<file path="src/rtl/ext_intr_conditioner.sv">
// rtl/ext_intr_conditioner.sv - sync, polarity, debounce and mask stage ahead of the PLIC
module ext_intr_conditioner #(
    parameter int NUM_SRC    = 8,
    parameter int FILTER_CNT = 4,
    parameter int CNT_W      = $clog2(FILTER_CNT + 1)
) (
    input  logic               clk_i,
    input  logic               rst_i,
    input  logic [NUM_SRC-1:0] intr_i,
    input  logic [NUM_SRC-1:0] invert_i,
    input  logic [NUM_SRC-1:0] en_i,
    input  logic [NUM_SRC-1:0] clear_i,
    output logic [NUM_SRC-1:0] intr_o,
    output logic [NUM_SRC-1:0] rise_o,
    output logic [NUM_SRC-1:0] pending_o
);

    localparam logic [CNT_W-1:0] CNT_MAX = CNT_W'(FILTER_CNT - 1);

    logic [NUM_SRC-1:0] sync1;
    logic [NUM_SRC-1:0] sync2;
    logic [NUM_SRC-1:0] cond;
    logic [NUM_SRC-1:0] stable;
    logic [NUM_SRC-1:0] stable_next;
    logic [NUM_SRC-1:0] rise_next;
    logic [NUM_SRC-1:0] pending_next;
    logic [CNT_W-1:0]   cnt      [NUM_SRC];
    logic [CNT_W-1:0]   cnt_next [NUM_SRC];

    // Any return to agreement restarts the count, so separate glitches never add up.
    always_comb begin
        cond = sync2 ^ invert_i;
        for (int i = 0; i < NUM_SRC; i++) begin
            stable_next[i] = stable[i];
            cnt_next[i]    = '0;
            if (cond[i] != stable[i]) begin
                if (cnt[i] == CNT_MAX) begin
                    stable_next[i] = cond[i];
                end else begin
                    cnt_next[i] = cnt[i] + CNT_W'(1);
                end
            end
        end
        rise_next    = stable_next & ~stable & en_i;
        pending_next = (pending_o & ~clear_i) | rise_next;
    end

    always_ff @(posedge clk_i) begin
        if (rst_i) begin
            sync1     <= '0;
            sync2     <= '0;
            stable    <= '0;
            rise_o    <= '0;
            pending_o <= '0;
            for (int i = 0; i < NUM_SRC; i++) begin
                cnt[i] <= '0;
            end
        end else begin
            sync1     <= intr_i;
            sync2     <= sync1;
            stable    <= stable_next;
            rise_o    <= rise_next;
            pending_o <= pending_next;
            for (int i = 0; i < NUM_SRC; i++) begin
                cnt[i] <= cnt_next[i];
            end
        end
    end

    // Masking is combinational so enabling exposes the current level without delay.
    assign intr_o = stable & en_i;

endmodule

</file>
<file path="config.mk">
export PLATFORM = sky130hd
export DESIGN_NAME = ext_intr_conditioner
export DESIGN_NICKNAME = d
export VERILOG_FILES = /design/src/rtl/ext_intr_conditioner.sv
export SDC_FILE = /design/constraint.sdc
export NUM_CORES = 1
export LEC_CHECK = 0
export ABC_CLOCK_PERIOD_IN_PS = 1100
export BUFFER_PORTS_ARGS = -buffer_cell sky130_fd_sc_hd__buf_2
export CAP_MARGIN = 25
export CORE_MARGIN = 5
export CORE_UTILIZATION = 40
export DETAILED_ROUTE_END_ITERATION = 8
export PLACE_DENSITY = 0.72
export SYNTH_ARGS = -nofsm -noshare
export SYNTH_HDL_FRONTEND = slang
export SYNTH_SLANG_ARGS = --single-unit
</file>
<file path="constraint.sdc">
create_clock -name clk_i -period 1.1 [get_ports clk_i]
set_input_delay 0.055 -clock clk_i [delete_from_list [all_inputs] [get_ports clk_i]]
set_output_delay 0.055 -clock clk_i [all_outputs]
set_load 0.005 [all_outputs]
</file>
Yosys cells after proc, flatten, opt, wreduce, memory -nomap -nowiden. Memory sizes are Yosys's and may differ from the RTL's. Cells that the tools add are included.

Bits in registers: 40. Memory bits (writable): 24. Bits of input ports: 34. Output and inout bits: 24. Logic and storage cells: 89. Memories kept: 1.

Memory list: cnt (depth 8, width 3, rd ports 8, clocked after Yosys merged registers in 0, write ports 8, RTL line 27) `logic [CNT_W-1:0] cnt [NUM_SRC];`.

$add $sub $neg: 8. Eq/ne operators: 16. Mux-type cells: 43. Bitwise logic cells: 16.

Operators by type and width (number): 2-to-1 mux 3 bit (24); bitwise AND 8 bit (4); adder 3 x 1 -> 3 bit (second input constant) (8); == test 3 x 2 -> 1 bit (second input constant) (8); 2-to-1 mux 1 bit (19); inverter 8 bit (2); inequality test 1 bit (8); bitwise OR 1 bit (8); bitwise OR 8 bit (1); XOR 8 bit (1).

Logic depth before layout (Yosys ltp). Gate-level depths: netlist of run 1.

Depth in word-level cells: 6. Depth in mapped cells: 4. Gate-level depth less buffers: 4.

Worst setup path after synthesis of run 1. No wires, ideal clock.

Path type: flip-flop to flip-flop. Start point: memory cnt[1][6] in the netlist's numbering. End point: register pending_o[6]. Library setup time: 0.101 ns. Data arrival time: 1.024 ns. Required time: 0.999 ns. Setup slack: -0.025 ns. Stages on the path, launching flop included: 5. Buffers on the path: 0. Period minus slack after synthesis: 1.125 ns. Cells stage by stage: dfxtp_1 ha_1 ha_1 nand2_1 o41ai_1.

RTL lines: from (decl) (RTL line 27); to (signal assigned) (RTL line 63) `pending_o <= pending_next;`; to (decl) (RTL line 15) `output logic [NUM_SRC-1:0] pending_o`.

==> metrics, run 1 <==
status finished, violations left; failing checks negative setup slack; number of synthesized flops with an enable pin 0; HP Class primary input to flop; min-delay src en_i[1]; Routed WL 5.263 mm; Setup violations, final 8; count of cell types in the netlist 24; f_max 0.8565 GHz; initial antenna violation count 0; root buf cell clkbuf_8; vias in the first global route 1830; I/O pins 58; area leader, netlist dfxtp_1; post-place instance area 0.002918 sq mm; #FFs+latches synth 64; end of the worst hold path rise_o[1]; Worst-path clk slew 0.06 ns; share of cells above drive strength 1 0.5335; Initial Utilization 0.4147; skew final 0.007045 ns; Data arrival, critical path 1.41 ns; Die H 88.58 um; TritonCTS Buffers 9; Longest Clk Path Bufs 2; CP Cell Sequence ha_4, ha_4, buf_4, nor4b_4; CORE AREA 0.005956 sq mm; Area contributors post-synth dfxtp_1, ha_1, xnor3_1, nor4_1, nor2b_1; die width 88.58 um; drt via density 4.825; hold path depth 3; Metal-1 WL 2.200 mm; Final min period 1.168 ns; Max-Cap Viols 0; DP HPWL 3.353 mm; RD Place Congestion 0.7145; # fillers 458; reg2reg end cnt[0][7]; largest net degree at the start of global routing 16; register area share after synthesis 0.5187; pre-CTS setup slack -0.1871 ns; drt pass-1 iters 4; final net count 358; Tightest Pin Transition 0.3553 ns; Site Rows 28; Buf/Inv on CP 1; WP data required 1.34 ns; met3 wire length 337 um; antenna violation net count after detailed routing 0; I/O Buffers 57; Max IR drop VDD 1088 uV; Syn Inst Count 209; DIE AREA 0.007846 sq mm; top cell type's share of synthesized area 0.5187; Tcrit/Tclk final 1.061; P&R area growth vs syn 52.18%; antenna cells 0; DRC violations left 0; met2 WL 2.677 mm; mean area per synthesized cell 11.82 sq um; first-pass GRT wire length 8.321 mm; critical setup path kind flop to flop; Worst Path Max Fanout 5; worst r2r path cells 4; Startpoint Class flop; fraction of registers with async set/reset 0; Reg-to-Reg Start cnt[0][6]; final worst slack -0.06754 ns; final max-slew violation count 0; post-route setup TNS -0.2605 ns; Via Count 1872; Synth Flop Type dfxtp_1; worst setup path startpoint cnt[0][6]; Slowest-stage cell, CP dfxtp_2; Critical Path End Type flop; clock sink count 64; wire per inst 13.56 um; H-Tree Depth 3; CP most frequent cell ha_4; YS warnings 0; max layer used met4; CP top delay family adder cells; total global-route track usage 0.1395; clock latency on the worst-skew pair 0.34 ns; Leak 1.522 nW; TritonCTS clock tree built; design area 0.003759 sq mm; peak per-stage delay on the critical path 0.33 ns; DR iter-0 viols 43; Syn Nets 259; gr ovfl total 0; Fin Hold WS 0.01731 ns; Hold Violations, Final 0; RSZ-0062 raised after global routing true; Max-slew headroom 0.7631; reg-to-reg slack, setup -0.07 ns; Post-Syn Area 0.002470 sq mm; pwr dens 1328 mW/mm^2
==> power breakdown <==
group	switching [W]	internal, W	leakage [nW]
Combinational	0.000224	0.000318	0.888
Clock	0.000819	0.00116	0.103
Sequential	0.0000562	0.00241	0.531
==> metrics by stage <==
stage | util | cells | power, W
after floorplan | - | 209 | 0.002731
after global placement | 0.4899 | 345 | 0.002864
after detailed placement | 0.4899 | 345 | 0.002882
after CTS | 0.5811 | 383 | 0.004965
after global routing | 0.6311 | 388 | 0.005230
final | 0.6311 | 388 | 0.004991
==> cell usage after synthesis, types with 5 or more instances <==
library cell and instances:
nor4b_2 5, inv_1 8, and2_1 6, ha_1 16, nor4_1 18, nor2b_1 16
xnor3_1 6, xnor2_1 8, dfxtp_1 64, nor2_1 16, a211oi_1 8, clkbuf_1 5
==> kinds of logic (layout without fill, tap and decap cells) <==
logic type / Yosys count / count (layout) / synth area share
simple gates: 82 / 82 / 0.2224
flops: 64 / 64 / 0.5187
fa+ha+maj: 16 / 16 / 0.08105
compound gates: 16 / 16 / 0.05167
xor+xnor: 16 / 16 / 0.1023
buf+inv: 15 / 119 / 0.02381
==> state kept, by name, summed over array words and instances (netlist names) <==
signal     flops
stable         8
cnt           24
sync2          8
rise_o         8
sync1          8
pending_o      8
==> placed cells by master, fill, tap and decap left out, types with 2 or more instances in the layout <==
cell,n
clkbuf_1,2
ha_2,3
xnor3_2,7
and2_1,5
or3b_2,4
xnor2_1,8
nor4_4,4
buf_4,15
nor2_1,15
o2bb2ai_2,2
nand2b_1,3
nand4bb_1,4
nor4b_2,6
buf_2,56
nor3_1,2
o41ai_2,2
inv_1,8
ha_4,13
nor4_2,5
o2bb2ai_1,2
nor2b_1,16
dlygate4sd3_1,19
nor4_1,9
and2_2,2
buf_6,4
dfxtp_1,42
clkbuf_8,11
dfxtp_2,20
clkinv_2,2
dfxtp_4,2
a211oi_1,8
==> what timing repair did <==
item | 4_1_cts | 5_1_grt
pin swaps | 8 | 27
hold endpoints to repair | 19 | 0
gates resized for setup | 30 | 58
hold buffers | 19 | 0
buffers inserted | 6 | 5
cloned | 0 | 0
endpoints found under the setup margin | 39 | 43
==> worst min-delay path, stage by stage <==
cell and delay [ns]:
buf_2 0.10, nand4bb_1 0.11, nor2_1 0.04
==> area by class of cell <==
cell class	count	area, sq um	share of cell area
multi-input combinational	130	1474	0.3921
sequential	64	1314	0.3495
timing repair buffer	95	648.1	0.1724
clock buffer	13	158.9	0.04228
tap	75	93.84	0.02497
clock inverter	3	40.04	0.01065
inverter	8	30.03	0.007989
==> layer usage <==
metal	global-route usage	vias to the layer above
met5	0	-
met4	0.04533	0
met3	0.06704	5
met2	0.2352	47
met1	0.1550	876
li1	-	944
==> worst max-delay path by stage <==
stage	endpoint	slack [ns]	cells past startpoint
6_report	cnt[0][7]	-0.07	4
5_1_grt	pending_o[2]	-0.12	4
4_1_cts	cnt[1][6]	-0.04	4
3_5_place_dp	pending_o[2]	-0.19	4
3_3_place_gp	pending_o[2]	-0.16	4
2_1_floorplan	pending_o[6]	0.006	4
Power figures use the tool's default switching activity.
==> inputs of run 2 (changes only) <==
- PLACE_DENSITY: 0.72 -> unset
- RECOVER_POWER: unset -> 50
==> run 2 against run 1 <==
Against the previous run:
- the run still ends with negative setup slack left
- sequential power about the same
- die area unchanged
- fmax up 0.41%
- non-clock buffer count down 1
- power down 0.39%
- clock power about the same
- critical endpoint is now cnt[1][7]
==> metrics, run 2 (synthesized netlist as in run 1, its figures left out) <==
status finished, violations left; failing checks negative setup slack; share of cells above drive strength 1 0.5000; drt pass-1 iters 4; post-place instance area 0.002933 sq mm; Die H 88.58 um; Leak 1.456 nW; DP HPWL 3.111 mm; skew final 0.005307 ns; gr ovfl total 0; max reg flops 24; Max-Cap Viols 0; antenna violation net count after detailed routing 0; Initial Utilization 0.4147; first-pass GRT wire length 7.976 mm; Via Count 1861; critical setup path kind flop to flop; Tightest Pin Transition 0.4878 ns; Final min period 1.163 ns; post-route setup TNS -0.2808 ns; I/O Buffers 57; total global-route track usage 0.1312; TritonCTS Buffers 9; pwr dens 1332 mW/mm^2; Metal-1 WL 2.158 mm; Max-slew headroom 0.6725; DRC violations left 0; Post-Layout Cell Count 387; design area 0.003731 sq mm; vias in the first global route 1856; die width 88.58 um; initial antenna violation count 0; met3 wire length 340 um; Setup violations, final 7; Worst Path Max Fanout 3; RSZ-0062 raised after global routing true; Tcrit/Tclk final 1.057; DR iter-0 viols 28; met2 WL 2.316 mm; RD Place Congestion 0.7302; HP Class primary input to flop; leading cell type in the layout, fill and taps excluded buf_2; Longest Clk Path Bufs 2; Critical Path End Type flop; Data arrival, critical path 1.40 ns; antenna cells 0; worst r2r path cells 2; placed insts 347; clock latency on the worst-skew pair 0.33 ns; wire per inst 12.59 um; Max IR drop VDD 775.4 uV; max layer used met4; Startpoint Class flop; Hold Violations, Final 0; DIE AREA 0.007846 sq mm; commonest cells after routing, fill and taps aside buf_2, dfxtp_1, dlygate4sd3_1; CORE AREA 0.005956 sq mm; TritonCTS clock tree built; Final Util 0.6265; Biggest register cnt; f_max 0.8600 GHz; largest net degree at the start of global routing 20; WP data required 1.33 ns; root buf cell clkbuf_8; drt via density 4.809; final max-slew violation count 0; final worst slack -0.06277 ns; Site Rows 28; final net count 357; Routed WL 4.873 mm; Worst-path clk slew 0.07 ns; H-Tree Depth 3; hold path depth 3; P&R area growth vs syn 51.06%; I/O pins 58; clock sink count 64
run 2: changes by cell type in the layout (fill, tap and decap cells not counted), sizes merged:
cell         previous run  this run
buf                    76        64
clkbuf                 13        18
clkinv                  2         4
clkinvlp                0         2
dlygate4sd3            19        21
run 2: cell type report:
class / instances / area (sq um)
well taps: 75 / 93.84
multi-input cells: 130 / 1476
clock buffers: 9 / 123.9
flip-flops and latches: 64 / 1313
repair buffers: 94 / 621.8
fillers: 491 / 2225
inverters: 8 / 30.03
clock inverters: 7 / 72.57
run 2: timing repair:
action	CTS	global route
gates resized for setup	32	51
setup endpoints to repair	40	45
pin swaps	10	24
hold buffers	21	0
setup buffers	4	2
endpoints found under the hold margin	21	0
run 2: power breakdown:
part	switching, W	leakage, nW	internal (W)
registers	0.0000563	0.531	0.00240
logic	0.000219	0.830	0.000317
clock network	0.000930	0.0952	0.00104
run 2: worst paths after layout:
kind | start | end | slack, ns
max | stable[6] | cnt[1][7] | -0.06
min reg2reg | cnt[0][6] | cnt[0][6] | 0.42
max reg2reg | stable[6] | cnt[1][7] | -0.06
min | en_i[1] | rise_o[1] | 0.03
run 2: layer usage:
layer	up-vias	track usage
met2	41	0.2209
met4	0	0.07005
li1	949	-
met5	-	0
met3	6	0.03166
met1	865	0.1541
run 2: critical path, stage by stage, from the launching register on:
cell and delay [ns]:
dfxtp_2 0.33, xnor3_2 0.46, nor4b_4 0.28
run 2: stage by stage:
stage / hold WS [ns] / setup WS, ns / power (W)
after floorplan: 0.1832 / 0.006263 / 0.002731
after global placement: 0.2653 / -0.06370 / 0.002874
after detailed placement: 0.2701 / -0.09269 / 0.002884
after CTS: 0.003913 / -0.06162 / 0.004956
after global routing: 0.03520 / -0.1131 / 0.005203
final: 0.02529 / -0.06277 / 0.004971
==> inputs of run 3 (changes only) <==
- RECOVER_POWER: 50 -> 100
- SETUP_SLACK_MARGIN: unset -> 0.3
==> run 3 against run 2 <==
Against the previous run:
- the flow finishes with violations (negative hold slack, negative setup slack)
- cell count unchanged
- largest power group unchanged
- flip-flop and latch count stayed put
- fmax increased by 1.0%
- critical endpoint is now pending_o[7]
- critical path depth increased by 2
- core utilization rose by 3.4 points
- sequential power about the same
- largest cell class unchanged
- combinational power is 7.6% higher
==> metrics, run 3 (synthesized netlist as in run 1, its figures left out) <==
end of the worst hold path pending_o[5]; Critical Path End Type flop; DIE AREA 0.007846 sq mm; clock sink count 64; die width 88.58 um; Max IR drop VDD 838.8 uV; Biggest register cnt; vias in the first global route 1925; final net count 357; commonest cells after routing, fill and taps aside dfxtp_1, buf_2, buf_4; Tcrit/Tclk final 1.046; Worst-path clk slew 0.07 ns; placed insts 339; min-delay src clear_i[5]; critical setup path kind flop to flop; CP Cell Sequence ha_4, ha_4, nand2b_4, o31ai_1; pre-CTS setup slack -0.01757 ns; Leak 1.568 nW; post-cts hold buffer count 15; Slowest-stage cell, CP dfxtp_1; WP data required 1.34 ns; Worst Path Max Fanout 6; share of cells above drive strength 1 0.5929; Routed WL 5.351 mm; worst r2r path cells 4; P&R area growth vs syn 59.37%; max reg flops 24; root buf cell clkbuf_8; largest net degree at the start of global routing 22; Initial Utilization 0.4147; Tightest Pin Transition 0.4371 ns; Startpoint Class flop; reg-to-reg slack, setup -0.05 ns; reg2reg end pending_o[7]; antenna cells 0; wire per inst 13.83 um; Setup violations, final 7; drt pass-1 iters 4; pwr dens 1288 mW/mm^2; Max-Cap Viols 0; Max-slew headroom 0.7065; status finished, violations left; Via Count 1916; f_max 0.8690 GHz; Longest Clk Path Bufs 2; initial antenna violation count 0; TritonCTS Buffers 9; Site Rows 28; final worst slack -0.05071 ns; drt via density 4.951; peak per-stage delay on the critical path 0.40 ns; Fin Hold WS -0.003406 ns; gr ovfl total 0; Data arrival, critical path 1.39 ns; I/O pins 58; design area 0.003936 sq mm; first-pass GRT wire length 8.438 mm; CORE AREA 0.005956 sq mm; CP most frequent cell ha_4; DP HPWL 3.290 mm; skew final 0.005377 ns; DRC violations left 0; hold path depth 3; leading cell type in the layout, fill and taps excluded dfxtp_1; RD Place Congestion 0.7328; Final min period 1.151 ns; post-route setup TNS -0.1432 ns; HP Class primary input to flop; post-place instance area 0.003118 sq mm; clock latency on the worst-skew pair 0.34 ns; total global-route track usage 0.1419; antenna violation net count after detailed routing 0; Die H 88.58 um; failing checks negative hold slack, negative setup slack; Reg-to-Reg Start cnt[1][9]; TritonCTS clock tree built; H-Tree Depth 3; I/O Buffers 57; Post-Layout Cell Count 387; final max-slew violation count 0; Hold Violations, Final 2; RSZ-0062 raised after global routing true; DR iter-0 viols 30
-- run 3: power breakdown --
part | switching (W) | internal (W)
Sequential | 0.0000606 | 0.00241
Combinational | 0.000244 | 0.000334
Clock | 0.000859 | 0.00116
Total | 0.00116 | 0.00391
-- run 3: area by class of cell --
type / count / area [sq um]
Sequential cell: 64 / 1308
Multi-Input combinational cell: 130 / 1605
Inverter: 8 / 30.03
Timing Repair Buffer: 94 / 700.7
Clock buffer: 13 / 158.9
Clock inverter: 3 / 40.04
Tap cell: 75 / 93.84
Fill cell: 480 / 2019
-- run 3: worst max-delay path, delay by kind of cell (launching register included) --
family / cells / cell delay [ns]
AND/OR/NAND/NOR: 1 / 0.07
AO/OA/AOI/OAI: 1 / 0.20
adder cells (fa/ha/maj): 2 / 0.37
flip-flops: 1 / 0.40
-- run 3: stage by stage --
stage | utilization | power, W
6_report | 0.6609 | 0.005068
4_1_cts | 0.6267 | 0.005054
3_5_place_dp | 0.5235 | 0.002930
5_1_grt | 0.6609 | 0.005323
2_1_floorplan | - | 0.002785
3_3_place_gp | 0.5235 | 0.002915
-- run 3: per-layer routing --
layer | part of all wire | routed length (um) | GRT usage
met1 | 0.39 | 2098 | 0.1553
met2 | 0.52 | 2808 | 0.2502
met3 | 0.060 | 323 | 0.04655
met4 | 0.022 | 120 | 0.06181
met5 | 0 | 0 | 0
-- run 3: repair_timing --
action / 4_1_cts / 5_1_grt
pin swaps: 15 / 8
endpoints found under the hold margin: 19 / 5
endpoints found under the setup margin: 72 / 72
setup buffers: 10 / 7
resized for setup: 50 / 59
gates cloned: 0 / 0
-- run 3: worst max path at each step --
stage	start	to
detailed placement	cnt[0][7]	pending_o[2]
CTS	sync2[5]	cnt[1][4]
finish	cnt[1][9]	pending_o[7]
global route	cnt[1][9]	pending_o[7]
floorplan	sync2[6]	cnt[1][7]
global placement	sync2[6]	cnt[1][7]
